===== src/rtl/ntt_sdf_sched_pkg.sv =====
// Shared types and helpers for the SDF NTT frame scheduler.
package ntt_sdf_sched_pkg;
  localparam int DEF_LOGQ = 64;
  localparam int DEF_LOGN = 10;
  // Wide enough for any modulus width the chain is built with.
  localparam int CFG_QW   = 128;

  typedef enum logic [1:0] {
    ST_IDLE  = 2'd0,
    ST_DRAIN = 2'd1,
    ST_LOAD  = 2'd2
  } state_e;

  typedef struct packed {
    logic              intt;
    logic              gs;
    logic [CFG_QW-1:0] q;
  } cfg_t;

  function automatic logic cfg_eq(input cfg_t a, input cfg_t b);
    return a == b;
  endfunction
endpackage


===== src/rtl/ntt_sdf_sched_if.sv =====
// Job, sample, SDF-chain and output signals of the NTT frame scheduler.
interface ntt_sdf_sched_if #(parameter int LOGQ = 64);
  logic            job_valid;
  logic            job_ready;
  logic            job_intt;
  logic            job_gs;
  logic [LOGQ-1:0] job_q;
  logic            in_valid;
  logic            in_ready;
  logic [LOGQ-1:0] in_data;
  logic            pipe_start;
  logic [LOGQ-1:0] pipe_data;
  logic            pipe_intt;
  logic            pipe_btf_gs;
  logic [LOGQ-1:0] pipe_q;
  logic            pipe_finish;
  logic [LOGQ-1:0] pipe_dout;
  logic            out_valid;
  logic [LOGQ-1:0] out_data;
  logic            out_last;
  logic            busy;
  logic            err_underrun;
  logic            err_overrun;

  modport master (
    input  job_valid, job_intt, job_gs, job_q, in_valid, in_data,
           pipe_finish, pipe_dout,
    output job_ready, in_ready, pipe_start, pipe_data, pipe_intt,
           pipe_btf_gs, pipe_q, out_valid, out_data, out_last, busy,
           err_underrun, err_overrun
  );

  modport slave (
    output job_valid, job_intt, job_gs, job_q, in_valid, in_data,
           pipe_finish, pipe_dout,
    input  job_ready, in_ready, pipe_start, pipe_data, pipe_intt,
           pipe_btf_gs, pipe_q, out_valid, out_data, out_last, busy,
           err_underrun, err_overrun
  );
endinterface


===== src/rtl/ntt_sdf_sched.sv =====
// Frame scheduler for the SDF NTT chain: feeds frames, holds config stable,
// drains the always-advancing pipeline before any config change.
module ntt_sdf_sched
  import ntt_sdf_sched_pkg::*;
#(
  parameter int LOGQ   = DEF_LOGQ,
  parameter int LOGN   = DEF_LOGN,
  parameter int OCNT_W = LOGN + 2
)(
  input  logic             clk,
  input  logic             rst,
  ntt_sdf_sched_if.master  bus
);

  state_e            r_state, w_state_nxt;
  logic [LOGN-1:0]   r_scnt, r_ocnt;
  logic [OCNT_W-1:0] r_infl, w_infl_nxt;

  logic              r_p_intt, r_p_gs;
  logic [LOGQ-1:0]   r_p_q;
  logic              r_intt, r_gs;
  logic [LOGQ-1:0]   r_q;

  logic              r_start;
  logic [LOGQ-1:0]   r_pdata;
  logic              r_ovld;
  logic [LOGQ-1:0]   r_odata;
  logic              r_busy, r_err_ur, r_err_ov;

  logic              w_job_ready, w_in_ready, w_in_hs, w_gap;
  logic              w_apply_job, w_apply_pend, w_can_go;
  cfg_t              w_cfg_job, w_cfg_cur;

  always_comb begin
    w_cfg_job      = '0;
    w_cfg_job.intt = bus.job_intt;
    w_cfg_job.gs   = bus.job_gs;
    w_cfg_job.q    = CFG_QW'(bus.job_q);
    w_cfg_cur      = '0;
    w_cfg_cur.intt = r_intt;
    w_cfg_cur.gs   = r_gs;
    w_cfg_cur.q    = CFG_QW'(r_q);
  end

  // A sample registered into pipe_start is not yet counted, so it also blocks
  // an immediate config switch.
  assign w_can_go = ((r_infl == '0) && !r_start) || cfg_eq(w_cfg_job, w_cfg_cur);

  // In-flight occupancy after this cycle's start/finish.
  always_comb begin
    w_infl_nxt = r_infl;
    if (r_start && !bus.pipe_finish) begin
      if (r_infl != '1) w_infl_nxt = r_infl + OCNT_W'(1);
    end else if (!r_start && bus.pipe_finish) begin
      if (r_infl != '0) w_infl_nxt = r_infl - OCNT_W'(1);
    end
  end

  always_ff @(posedge clk) begin
    if (rst) r_state <= ST_IDLE;
    else     r_state <= w_state_nxt;
  end

  always_comb begin
    w_state_nxt  = r_state;
    w_job_ready  = 1'b0;
    w_in_ready   = 1'b0;
    w_apply_job  = 1'b0;
    w_apply_pend = 1'b0;
    unique case (r_state)
      ST_IDLE: begin
        w_job_ready = 1'b1;
        if (bus.job_valid) begin
          if (w_can_go) begin
            w_apply_job = 1'b1;
            w_state_nxt = ST_LOAD;
          end else begin
            w_state_nxt = ST_DRAIN;
          end
        end
      end
      ST_DRAIN: begin
        if (w_infl_nxt == '0) begin
          w_apply_pend = 1'b1;
          w_state_nxt  = ST_LOAD;
        end
      end
      ST_LOAD: begin
        w_in_ready = 1'b1;
        if (bus.in_valid && (&r_scnt)) w_state_nxt = ST_IDLE;
      end
      default: w_state_nxt = ST_IDLE;
    endcase
  end

  assign w_in_hs = bus.in_valid & w_in_ready;
  assign w_gap   = (r_state == ST_LOAD) & ~bus.in_valid & (r_scnt != '0);

  always_ff @(posedge clk) begin
    if (rst) begin
      r_p_intt <= 1'b0;
      r_p_gs   <= 1'b0;
      r_p_q    <= '0;
      r_intt   <= 1'b0;
      r_gs     <= 1'b0;
      r_q      <= '0;
      r_scnt   <= '0;
      r_start  <= 1'b0;
      r_pdata  <= '0;
      r_infl   <= '0;
      r_ovld   <= 1'b0;
      r_odata  <= '0;
      r_ocnt   <= '0;
      r_busy   <= 1'b0;
      r_err_ur <= 1'b0;
      r_err_ov <= 1'b0;
    end else begin
      if (w_job_ready && bus.job_valid) begin
        r_p_intt <= bus.job_intt;
        r_p_gs   <= bus.job_gs;
        r_p_q    <= bus.job_q;
      end
      if (w_apply_job) begin
        r_intt <= bus.job_intt;
        r_gs   <= bus.job_gs;
        r_q    <= bus.job_q;
      end else if (w_apply_pend) begin
        r_intt <= r_p_intt;
        r_gs   <= r_p_gs;
        r_q    <= r_p_q;
      end

      // scnt wraps to 0 naturally on the Nth sample.
      if (w_in_hs) begin
        r_scnt  <= r_scnt + LOGN'(1);
        r_pdata <= bus.in_data;
      end
      r_start <= w_in_hs;
      r_infl  <= w_infl_nxt;

      r_ovld <= bus.pipe_finish;
      if (bus.pipe_finish) r_odata <= bus.pipe_dout;
      if (r_ovld) r_ocnt <= r_ocnt + LOGN'(1);

      r_busy <= (r_state != ST_IDLE) || (r_infl != '0);
      if (w_gap) r_err_ur <= 1'b1;
      if (bus.pipe_finish && (r_infl == '0)) r_err_ov <= 1'b1;
    end
  end

  assign bus.job_ready    = w_job_ready;
  assign bus.in_ready     = w_in_ready;
  assign bus.pipe_start   = r_start;
  assign bus.pipe_data    = r_pdata;
  assign bus.pipe_intt    = r_intt;
  assign bus.pipe_btf_gs  = r_gs;
  assign bus.pipe_q       = r_q;
  assign bus.out_valid    = r_ovld;
  assign bus.out_data     = r_odata;
  assign bus.out_last     = r_ovld & (&r_ocnt);
  assign bus.busy         = r_busy;
  assign bus.err_underrun = r_err_ur;
  assign bus.err_overrun  = r_err_ov;

endmodule

===== src/flat_wrapper.sv =====
// flat-port wrapper written by rule: the top's interface ports become plain ports
module ntt_sdf_sched_flat import ntt_sdf_sched_pkg::*;
#(
  parameter int LOGQ   = DEF_LOGQ,
  parameter int LOGN   = DEF_LOGN,
  parameter int OCNT_W = LOGN + 2
)
  (clk, rst, bus_job_valid, bus_job_intt, bus_job_gs, bus_job_q, bus_in_valid, bus_in_data, bus_pipe_finish, bus_pipe_dout, bus_job_ready, bus_in_ready, bus_pipe_start, bus_pipe_data, bus_pipe_intt, bus_pipe_btf_gs, bus_pipe_q, bus_out_valid, bus_out_data, bus_out_last, bus_busy, bus_err_underrun, bus_err_overrun);
  ntt_sdf_sched_if #(.LOGQ(LOGQ)) bus_i ();
  input  logic clk;
  input  logic rst;
  input wire logic [$bits(bus_i.job_valid)-1:0] bus_job_valid;
  input wire logic [$bits(bus_i.job_intt)-1:0] bus_job_intt;
  input wire logic [$bits(bus_i.job_gs)-1:0] bus_job_gs;
  input wire logic [$bits(bus_i.job_q)-1:0] bus_job_q;
  input wire logic [$bits(bus_i.in_valid)-1:0] bus_in_valid;
  input wire logic [$bits(bus_i.in_data)-1:0] bus_in_data;
  input wire logic [$bits(bus_i.pipe_finish)-1:0] bus_pipe_finish;
  input wire logic [$bits(bus_i.pipe_dout)-1:0] bus_pipe_dout;
  output wire logic [$bits(bus_i.job_ready)-1:0] bus_job_ready;
  output wire logic [$bits(bus_i.in_ready)-1:0] bus_in_ready;
  output wire logic [$bits(bus_i.pipe_start)-1:0] bus_pipe_start;
  output wire logic [$bits(bus_i.pipe_data)-1:0] bus_pipe_data;
  output wire logic [$bits(bus_i.pipe_intt)-1:0] bus_pipe_intt;
  output wire logic [$bits(bus_i.pipe_btf_gs)-1:0] bus_pipe_btf_gs;
  output wire logic [$bits(bus_i.pipe_q)-1:0] bus_pipe_q;
  output wire logic [$bits(bus_i.out_valid)-1:0] bus_out_valid;
  output wire logic [$bits(bus_i.out_data)-1:0] bus_out_data;
  output wire logic [$bits(bus_i.out_last)-1:0] bus_out_last;
  output wire logic [$bits(bus_i.busy)-1:0] bus_busy;
  output wire logic [$bits(bus_i.err_underrun)-1:0] bus_err_underrun;
  output wire logic [$bits(bus_i.err_overrun)-1:0] bus_err_overrun;
  assign bus_i.job_valid = bus_job_valid;
  assign bus_i.job_intt = bus_job_intt;
  assign bus_i.job_gs = bus_job_gs;
  assign bus_i.job_q = bus_job_q;
  assign bus_i.in_valid = bus_in_valid;
  assign bus_i.in_data = bus_in_data;
  assign bus_i.pipe_finish = bus_pipe_finish;
  assign bus_i.pipe_dout = bus_pipe_dout;
  assign bus_job_ready = bus_i.job_ready;
  assign bus_in_ready = bus_i.in_ready;
  assign bus_pipe_start = bus_i.pipe_start;
  assign bus_pipe_data = bus_i.pipe_data;
  assign bus_pipe_intt = bus_i.pipe_intt;
  assign bus_pipe_btf_gs = bus_i.pipe_btf_gs;
  assign bus_pipe_q = bus_i.pipe_q;
  assign bus_out_valid = bus_i.out_valid;
  assign bus_out_data = bus_i.out_data;
  assign bus_out_last = bus_i.out_last;
  assign bus_busy = bus_i.busy;
  assign bus_err_underrun = bus_i.err_underrun;
  assign bus_err_overrun = bus_i.err_overrun;
  ntt_sdf_sched #(.LOGQ(LOGQ), .LOGN(LOGN), .OCNT_W(OCNT_W)) u_core (.clk(clk), .rst(rst), .bus(bus_i));
endmodule

===== config.mk =====
export PLATFORM = sky130hd
export DESIGN_NAME = ntt_sdf_sched_flat
export DESIGN_NICKNAME = d
export VERILOG_FILES = /design/src/rtl/ntt_sdf_sched_pkg.sv /design/src/rtl/ntt_sdf_sched_if.sv /design/src/rtl/ntt_sdf_sched.sv /design/src/flat_wrapper.sv
export SDC_FILE = /design/constraint.sdc
export NUM_CORES = 1
export LEC_CHECK = 0
export CAP_MARGIN = 20
export CORE_MARGIN = 2
export CORE_UTILIZATION = 50
export DETAILED_ROUTE_END_ITERATION = 8
export PLACE_DENSITY_LB_ADDON = 0.08
export SLEW_MARGIN = 25
export SYNTH_ARGS = -nofsm -noshare
export SYNTH_HDL_FRONTEND = slang
export SYNTH_SLANG_ARGS = --single-unit
export TNS_END_PERCENT = 20

===== constraint.sdc =====
create_clock -name clk -period 8.4 [get_ports clk]
set_input_delay 0.84 -clock clk [delete_from_list [all_inputs] [get_ports clk]]
set_output_delay 0.84 -clock clk [all_outputs]
set_load 0.005 [all_outputs]

==> results of run 1 <==
## cells in the final DEF, fill, tap and decap left out, drive strengths merged, types with 3 or more instances in the layout
master / n
clkdlybuf4s50: 398
nand2: 346
dfxtp: 299
a21oi: 140
mux2i: 133
nor2: 106
o21ai: 80
clkbuf: 56
xnor2: 54
xor2: 25
nand4: 25
inv: 18
nor4: 16
nor3: 14
buf: 14
or3: 9
and3: 8
diode: 5
nor2b: 5
nand3: 5
ha: 5
a22oi: 4
o22ai: 3
a221oi: 3
a32oi: 3
a2111oi: 3
## through the flow
step	setup slack [ns]	std cells	instance area, sq um
after floorplan	5.331	1428	12280
after global placement	4.101	2068	16370
after detailed placement	4.086	2069	16400
after CTS	4.303	2128	17530
after global routing	3.977	2132	17550
final	4.220	2133	17550
## flip-flops by register name (all words and copies together), names as in the netlist, 2 cells and up
register / count
u_core.bus.pipe_data: 64
u_core.r_state: 2
u_core.bus.out_data: 64
u_core.r_p_q: 64
u_core.bus.pipe_q: 64
u_core.r_ocnt: 10
u_core.r_scnt: 10
u_core.r_infl: 12
## final cells by class
type / instances / area share, %
Inverter: 18 / 0.3850
Clock buffer: 56 / 6.253
Sequential cell: 299 / 34.11
Clock inverter: 3 / 0.2281
Antenna cell: 5 / 0.07130
Multi-Input combinational cell: 1016 / 33.19
Tap cell: 324 / 2.310
Timing Repair Buffer: 412 / 23.46
## worst paths after layout
kind	to	from	cells past startpoint	slack (ns)
worst max-delay path	u_core.bus.pipe_q[48]	u_core.r_infl[1]	12	4.22
worst min-delay path	u_core.bus.pipe_data[49]	u_core.bus.pipe_data[49]	2	0.45
worst max register to register	u_core.bus.pipe_q[48]	u_core.r_infl[1]	12	4.22
worst min register to register	u_core.bus.pipe_data[49]	u_core.bus.pipe_data[49]	2	0.45
## worst reg2reg max path: stages, from the launching register on
cell	delay [ns]
dfxtp_1	0.44
inv_1	0.11
ha_1	0.30
nand3b_1	0.32
nor4_1	0.07
or3_1	0.35
a21boi_0	0.34
nand4_1	0.26
nor4_4	0.29
buf_4	0.33
buf_4	0.78
mux2i_1	0.37
o21ai_1	0.09
## per-layer routing
metal	GRT usage, %	up-vias	routed length (microns)
met5	0	-	0
met4	11.40	0	1301
met1	35.92	5347	15790
li1	-	5510	-
met3	9.013	75	3273
met2	47.32	432	18600
## power by group through the flow
| stage | Clock (mW) | Sequential, mW | Combinational [mW] |
|---|---|---|---|
| global route | 1.58 | 1.89 | 1.49 |
| detailed placement | 0 | 1.88 | 1.36 |
| CTS | 1.52 | 1.86 | 1.38 |
| finish | 1.49 | 1.86 | 1.38 |
| floorplan | 0 | 1.84 | 0.763 |
| global placement | 0 | 1.87 | 1.35 |
## cells in the mapped netlist, drive strengths merged (2+ instances only)
library cell	number
mux2i	133
xnor2	54
a21oi	140
nand2	346
nand4	25
a32oi	3
a2111oi	3
o21ai	80
clkbuf	74
o22ai	3
a31oi	2
nor2	106
and3	8
inv	18
a22oi	4
a22o	2
nand3b	2
nand3	5
dfxtp	299
and2	2
nor2b	5
or3	9
a221oi	3
nor3	14
buf	21
xor2	25
o31a	2
ha	5
nor4	16
## cells by family after synthesis
logic type / after synthesis / synth area share, %
buffers and inverters: 113 / 4.034
muxes: 133 / 10.84
DFF: 299 / 48.74
AOI/OAI and AO/OA: 256 / 11.44
xor gates and xnor gates: 79 / 5.634
adders and majority gates: 5 / 0.5094
and+or+nand+nor: 543 / 18.81
==> flow_summary.json, run 1 <==
{
  "slew_viol_final": 0,
  "dp_hpwl_microns": 26760,
  "vias": 11360,
  "h-tree-depth": 2,
  "drv_cap": 0,
  "wire_per_inst_microns": 18.27,
  "yosys_warnings": 0,
  "netlist_area_sq_um": 12280,
  "die_height_microns": 160.7,
  "cts_resized": 0,
  "crit_path_cell_trace": "inv_1, ha_1, nand3b_1, nor4_1, or3_1, a21boi_0, nand4_1, nor4_4, buf_4, buf_4, mux2i_1, o21ai_1",
  "p_int_mw": 3.249,
  "setup_viol": 0,
  "grt_max_degree": 82,
  "drt_iter0_drc": 956,
  "fin_nets": 1986,
  "wl_microns": 38960,
  "hold_viol": 0,
  "p_leak_nw": 6.280,
  "synthDistinctLibCells": 59,
  "pwr-share-clk_pct": 31.5,
  "start_kind": "flop",
  "grtUsageTotal_pct": 28.99,
  "critPathSlowestCell": "buf_4",
  "grt_pass1_wl_microns": 59890,
  "synth_edf_count": 0,
  "antenna_found_initial": 6,
  "syn_area_per_cell_sq_um": 8.601,
  "drcViolationCount": 0,
  "cts-buffers-inserted": 35,
  "syn_inst": 1428,
  "multi_input_area_sq_um": 5824,
  "crit_arrival_ns": 4.55,
  "nFillCells": 1880,
  "cts.sink_count": 299,
  "pwr-share-seq_pct": 39.4,
  "synth_top_cell_area_share_pct": 48.74,
  "rsz0062_at_grt": "false",
  "clock_latency_ns": 0.51,
  "period_needed_ns": 4.180,
  "yosys.area.top_type": "dfxtp_1",
  "critical-path-max-stage-delay_ns": 0.77,
  "place.gp.congestion": 0.9138,
  "max_freq_mhz": 239.2,
  "root_buffer": "clkbuf_16",
  "final_antenna_net_count": 0,
  "end_kind": "flop",
  "combPwrFrac_pct": 29.1,
  "path_class": "reg -> reg",
  "cts_hold_buf": 0,
  "period_share_pct": 49.76,
  "drive_gt1_share_pct": 4.379,
  "critPathBufInv": 3,
  "fin_util_pct": 72.37,
  "clockBufferDepth": 3,
  "num_rows": 57,
  "required_ns": 8.77,
  "switching_share_pct": 31.33,
  "ys_seq_elements": 299,
  "die_x_microns": 160.7,
  "crit_fanout": 51,
  "post_cts_buffers": 0,
  "viasPerCell": 5.328,
  "fin_skew_ns": 0.01704,
  "worst_pin_slew_ns": 0.9662,
  "regArea_sq_um": 5986,
  "grt_overflow": 0,
  "irDropWorstVdd_mv": 0.1775,
  "p_total_mw": 4.731,
  "syn-num-nets": 1632,
  "setup_tns_ns": 0,
  "cts_tree": "yes",
  "ys_top_cells_by_area": "dfxtp_1, mux2i_1, nand2_1",
  "grt_pass1_vias": 10900,
  "power_switching_mw": 1.482,
  "clkTransAtPathRegs_ns": 0.06,
  "synth-main-ff-cell": "dfxtp_1",
  "ys_seq_area_share_pct": 48.74,
  "holdWs_ns": 0.4511,
  "start_util_pct": 50.65,
  "path_common_cell": "buf_4",
  "syn_to_final_growth_pct": 42.89,
  "outcome": "completed",
  "critPathTopFamily": "simple AND/OR/NAND/NOR gates",
  "holdCritPathClass": "reg -> reg",
  "synthArstFlopShare_pct": 0,
  "ios": 401,
  "core_area_sq_um": 24250,
  "dieArea_sq_um": 25830,
  "drtPass1Iterations": 5,
  "port_buffers": 400,
  "maxSlewHeadroom_pct": 35.41,
  "p_per_area_nw_per_um2": 269.6
}
No activity file was read; power rests on OpenSTA's default activity.
==> run 2: changes to the inputs <==
--- a/config.mk
+++ b/config.mk
@@ -7,7 +7,7 @@
 export LEC_CHECK = 0
 export CAP_MARGIN = 20
 export CORE_MARGIN = 2
-export CORE_UTILIZATION = 50
+export CORE_UTILIZATION = 46
 export DETAILED_ROUTE_END_ITERATION = 8
 export PLACE_DENSITY_LB_ADDON = 0.08
 export SLEW_MARGIN = 25
==> constraint.sdc (replaced) <==
create_clock -name clk -period 4.3 [get_ports clk]
set_input_delay 0.43 -clock clk [delete_from_list [all_inputs] [get_ports clk]]
set_output_delay 0.43 -clock clk [all_outputs]
set_load 0.005 [all_outputs]
==> run 2 against run 1 <==
Cell area down 0.17%; clock-buffer cell count down 5; setup slack worse by 3.3 ns; critical endpoint is now u_core.bus.pipe_q[11]; critical path type unchanged; highest routed layer is now met5; largest power group unchanged; the flow now finishes with violations (DRC).
==> flow_summary.json, run 2 (same netlist as run 1, synthesis figures left out) <==
{
  "cts_resized": 0,
  "cts-buffers-inserted": 34,
  "cts_hold_buf": 0,
  "root_buffer": "clkbuf_16",
  "die_height_microns": 167.4,
  "holdCritPathClass": "in -> reg",
  "whs_endpoint": "u_core.bus.err_overrun",
  "critPathTopFamily": "simple AND/OR/NAND/NOR gates",
  "drt_iter0_drc": 918,
  "hold_depth": 3,
  "outcome": "finished, violations left",
  "required_ns": 4.67,
  "syn_to_final_growth_pct": 42.64,
  "h-tree-depth": 2,
  "fin_skew_ns": 0.02351,
  "violations": "DRC",
  "grt_pass1_wl_microns": 60110,
  "core_area_sq_um": 26130,
  "path_class": "reg -> reg",
  "post-route-cell-area_sq_um": 17520,
  "maxSlewHeadroom_pct": 45.68,
  "hold_viol": 0,
  "drv_cap": 0,
  "r2r_slack_ns": 0.89,
  "p_leak_nw": 6.255,
  "wl_microns": 39000,
  "critical-path-max-stage-delay_ns": 0.62,
  "ios": 401,
  "reg2reg_depth": 9,
  "placed_area_sq_um": 16420,
  "critPathBufInv": 1,
  "final_antenna_net_count": 0,
  "hp-start": "bus_pipe_finish",
  "drive_gt1_share_pct": 4.379,
  "clock_latency_ns": 0.51,
  "critPathSlowestCell": "nor4_4",
  "grt_pass1_vias": 10940,
  "reg2reg_from": "u_core.r_infl[9]",
  "holdWs_ns": 0.2751,
  "slew_viol_final": 0,
  "crit_fanout": 66,
  "grt_max_degree": 107,
  "crit_arrival_ns": 3.78,
  "port_buffers": 400,
  "setup_tns_ns": 0,
  "place.gp.congestion": 0.8752,
  "grt_overflow": 0,
  "rsz0062_at_grt": "false",
  "p_per_area_nw_per_um2": 521.0,
  "vias": 11190,
  "drtPass1Iterations": 7,
  "fin_util_pct": 67.04,
  "final_common_cell": "clkdlybuf4s50_1",
  "start_util_pct": 47.00,
  "start_kind": "flop",
  "cts.sink_count": 299,
  "irDropWorstVdd_mv": 0.3644,
  "period_share_pct": 79.24,
  "antenna_found_initial": 11,
  "viasPerCell": 5.210,
  "max_freq_mhz": 293.5,
  "setup_viol": 0,
  "cts_tree": "yes",
  "dieArea_sq_um": 28020,
  "clkTransAtPathRegs_ns": 0.06,
  "r2r_end": "u_core.bus.pipe_q[11]",
  "fin_nets": 1985,
  "drcViolationCount": 14,
  "layout_common_cells": "clkdlybuf4s50_1, nand2_1, dfxtp_1, a21oi_1, mux2i_1",
  "wire_per_inst_microns": 18.16,
  "worst_pin_slew_ns": 0.8148,
  "post_cts_buffers": 0,
  "dp_hpwl_microns": 27220,
  "die_x_microns": 167.4,
  "period_needed_ns": 3.407,
  "grtUsageTotal_pct": 26.91,
  "clockBufferDepth": 3,
  "crit_path_cell_trace": "nor4_4, nand4_4, o211a_2, o21ai_1, nand4_1, nor4_4, buf_12, mux2i_1, o21ai_1",
  "num_rows": 59,
  "end_kind": "flop"
}
[run 2: how the worst max path moves through the flow]
stage / endpoint / slack, ns / cells past startpoint / start
3_3_place_gp: u_core.bus.pipe_q[43] / 0.94 / 9 / u_core.r_infl[9]
2_1_floorplan: u_core.bus.pipe_q[23] / 1.52 / 11 / u_core.r_infl[1]
6_report: u_core.bus.pipe_q[11] / 0.89 / 9 / u_core.r_infl[9]
4_1_cts: u_core.bus.pipe_q[36] / 0.93 / 9 / u_core.r_infl[9]
5_1_grt: u_core.bus.pipe_q[11] / 0.72 / 9 / u_core.r_infl[9]
3_5_place_dp: u_core.bus.pipe_q[43] / 0.93 / 9 / u_core.r_infl[9]
[run 2: worst reg2reg max path: cells and delay by family (launching register included)]
kind | cells | cell delay [ns]
multiplexers | 1 | 0.35
AND/OR/NAND/NOR | 4 | 1.48
flip-flops | 1 | 0.44
AO/OA/AOI/OAI | 3 | 0.61
buffers and inverters | 1 | 0.42
[run 2: cell type report]
class	count	area, sq um
Antenna cell	8	20.02
Sequential cell	299	5986
Tap cell	335	419.2
Multi-Input combinational cell	1016	5824
Clock buffer	51	1006
Fill cell	2157	8613
Timing Repair Buffer	412	4124
Clock inverter	8	72.57
Inverter	18	67.56
[run 2: per-stage QoR]
stage / setup WS, ns / power (mW) / std cells
6_report: 0.8928 / 9.127 / 2147
5_1_grt: 0.7171 / 9.576 / 2147
4_1_cts: 0.9293 / 9.169 / 2139
3_5_place_dp: 0.9296 / 6.358 / 2080
3_3_place_gp: 0.9351 / 6.317 / 2080
2_1_floorplan: 1.520 / 5.079 / 1428
[run 2: power breakdown]
part           switching [mW]  internal (mW)  total (mW)
clock                    1.13           1.68        2.81
combinational            1.36           1.34        2.70
sequential              0.397           3.22        3.62
[run 2: layer usage]
| layer | global-route usage (%) | wire length, microns |
|---|---|---|
| met1 | 33.06 | 16010 |
| met2 | 43.08 | 18010 |
| met3 | 8.580 | 3332 |
| met4 | 12.59 | 1605 |
| met5 | 0 | 39 |
==> RTL edit: new RTL, settings of run 2 <==
Reset style: asynchronous (`rst`), changed in 2 clocked blocks.
--- a/src/rtl/ntt_sdf_sched.sv
+++ b/src/rtl/ntt_sdf_sched.sv
@@ -56,7 +56,7 @@
     end
   end
 
-  always_ff @(posedge clk) begin
+  always_ff @(posedge clk or posedge rst) begin
     if (rst) r_state <= ST_IDLE;
     else     r_state <= w_state_nxt;
   end
@@ -96,7 +96,7 @@
   assign w_in_hs = bus.in_valid & w_in_ready;
   assign w_gap   = (r_state == ST_LOAD) & ~bus.in_valid & (r_scnt != '0);
 
-  always_ff @(posedge clk) begin
+  always_ff @(posedge clk or posedge rst) begin
     if (rst) begin
       r_p_intt <= 1'b0;
       r_p_gs   <= 1'b0;
Function: differs if rst is asserted again (counterexample within 4 cycles, from zero or initial values and one cycle with rst high); with rst held inactive, the same outputs for 4 cycles.
==> RTL edit against run 2 <==
Hold slack got worse by 0.030 ns. Sequential power is 4% lower. Sequential cell count is the same. Count of clock-buffer cells in the layout decreased by 1. Via count increased by 12%. Wire length rose by 20%. Area after synthesis up 18%. Non-clock buffer count up 15. Setup slack lost 0.54 ns. Die area rose by 18%. Clock skew is 0.0039 ns lower. Total power fell by 10%. Design area rose by 14%.
==> RTL edit: results (changes against run 2) <==
ys_top_cells_by_area: "dfrtp_1 52%, mux2_2 10%, nand2_1 5.9%, xor2_1 4.1%, o41ai_1 4.0%"
grt_pass1_wl_um: 72600  # +21%
hpwl_um: 31100  # +14%
finalHoldViolCount: 0  # unchanged
synthXorXnorAreaFrac: 0.0549  # -0.00142
hp-start: "bus_pipe_finish"
ys.flop_type: "dfrtp_1"
fin_skew_ns: 0.0196  # -0.00387 ns
ir_drop_mv: 0.348  # -4.5%
ys_seq_area_frac: 0.516  # +0.0290
min_delay_path_depth: 1  # -2
cts_root_buf: "clkbuf_16"
fin_cells: 2119  # -1.3%
hold_path_class: "input pin to flop"
clk-insertion-delay-late_ns: 0.52
drt_first_pass_iters: 5  # -2
antenna_found_initial: 5  # -6
dp_slack_ns: 0.458  # -0.472 ns
ys_types: 63  # +6.8%
synth_compound_area_frac: 0.0924  # -0.0220
r2r_slack_ns: 0.35  # -0.54 ns
cpPeakStageDelay_ns: 0.99  # +0.37 ns
synthAdderAreaFrac: 0.00432  # -0.000776
yosysWarnings: 0  # unchanged
slowest_stage: "or4b_2"
port_buffers: 400  # unchanged
synth_cells: 1356  # -5.0%
synthMuxAreaShare: 0.102  # -0.00659
r2r_end: "u_core.bus.pipe_q[18]$_DFFE_PP0P_"
wirelength_um: 46800  # +20%
async_flop_share: 1.00  # +1.00
place_area_sq_um: 18800  # +15%
grt_usage: 0.279  # +0.00977
arrival_ns: 4.34  # +0.56 ns
clockBufferDepth: 3  # unchanged
nNetsFinal: 1899  # -4.3%
drive_above_1_share: 0.139  # +0.0947
reg2regPathDepth: 9  # unchanged
worstMarginPinSlew_ns: 0.867  # +0.0523 ns
power_leakage_nw: 8.51  # +36%
vias_per_cell: 5.90  # +13%
grt_max_degree: 82  # -23%
synth_nets: 1560  # -4.4%
hold_end: "u_core.bus.out_valid$_DFF_PP0_"
r2r_start: "u_core.r_infl[0]$_DFF_PP0_"
cts_setup_buffers: 0  # unchanged
path_clk_slew_ns: 0.06  # about the same
whs_ns: 0.245  # -0.0301 ns
critPathBufInv: 1  # unchanged
gp_congestion: 0.831  # -5.1%
htree_num_levels: 2  # unchanged
status: "complete, no violations"
cts-resized-gates: 0  # unchanged
critPathTopFamily: "simple AND/OR/NAND/NOR gates"
grt_pass1_vias: 12276  # +12%
cts_made_buffers: 35  # +2.9%
crit_path_max_fanout: 36  # -45%
synthTopCellsByCount: "299 x dfrtp_1, 226 x nand2_1, 131 x mux2_2, 99 x clkbuf_1, 76 x nor3_1"
drt_iter0_markers: 998  # +8.7%
grt-ovfl-total: 0  # unchanged
## RTL edit: changes by cell type after synthesis, sizes merged, moves of 76 or more
cell,delta
a21oi,-135
o21ai,-76
mux2,+131
nor2,-90
dfrtp,+299
mux2i,-133
nand2,-120
dfxtp,-299
## RTL edit: worst max path at each step
stage	slack [ns]	cells past startpoint	end	startpoint
2_1_floorplan	-0.10	1	u_core.bus.busy$_DFF_PP0_	rst
3_3_place_gp	0.48	9	u_core.bus.pipe_q[55]$_DFFE_PP0P_	u_core.r_infl[0]$_DFF_PP0_
3_5_place_dp	0.46	9	u_core.bus.pipe_q[55]$_DFFE_PP0P_	u_core.r_infl[0]$_DFF_PP0_
4_1_cts	0.39	9	u_core.bus.pipe_q[14]$_DFFE_PP0P_	u_core.r_infl[0]$_DFF_PP0_
5_1_grt	0.05	9	u_core.bus.pipe_q[39]$_DFFE_PP0P_	u_core.r_infl[0]$_DFF_PP0_
6_report	0.35	9	u_core.bus.pipe_q[18]$_DFFE_PP0P_	u_core.r_infl[0]$_DFF_PP0_
## RTL edit: layout make-up
cell class	count	area, sq um
Fill cell	2437	10800
Inverter	10	41.3
Sequential cell	299	7480
Clock inverter	10	140
Clock buffer	50	1030
Tap cell	396	495
Multi-Input combinational cell	922	6500
Antenna cell	5	12.5
Timing Repair Buffer	427	4300
## RTL edit: report_power, final
group / switching [mW] / internal, mW / total (mW) / leakage (nW)
Clock: 1.19 / 1.85 / 3.04 / 0.582
Sequential: 0.292 / 3.18 / 3.47 / 3.83
Combinational: 0.882 / 0.796 / 1.68 / 4.10
Total: 2.36 / 5.83 / 8.19 / 8.51
## RTL edit: per-layer routing
layer  track usage  up-vias  wire length (um)
met3        0.0670       84              4260
met5             0        -                 0
met1         0.366     6128             18600
li1              -     5649                 -
met4        0.0982        0              1400
met2         0.453      635             22500
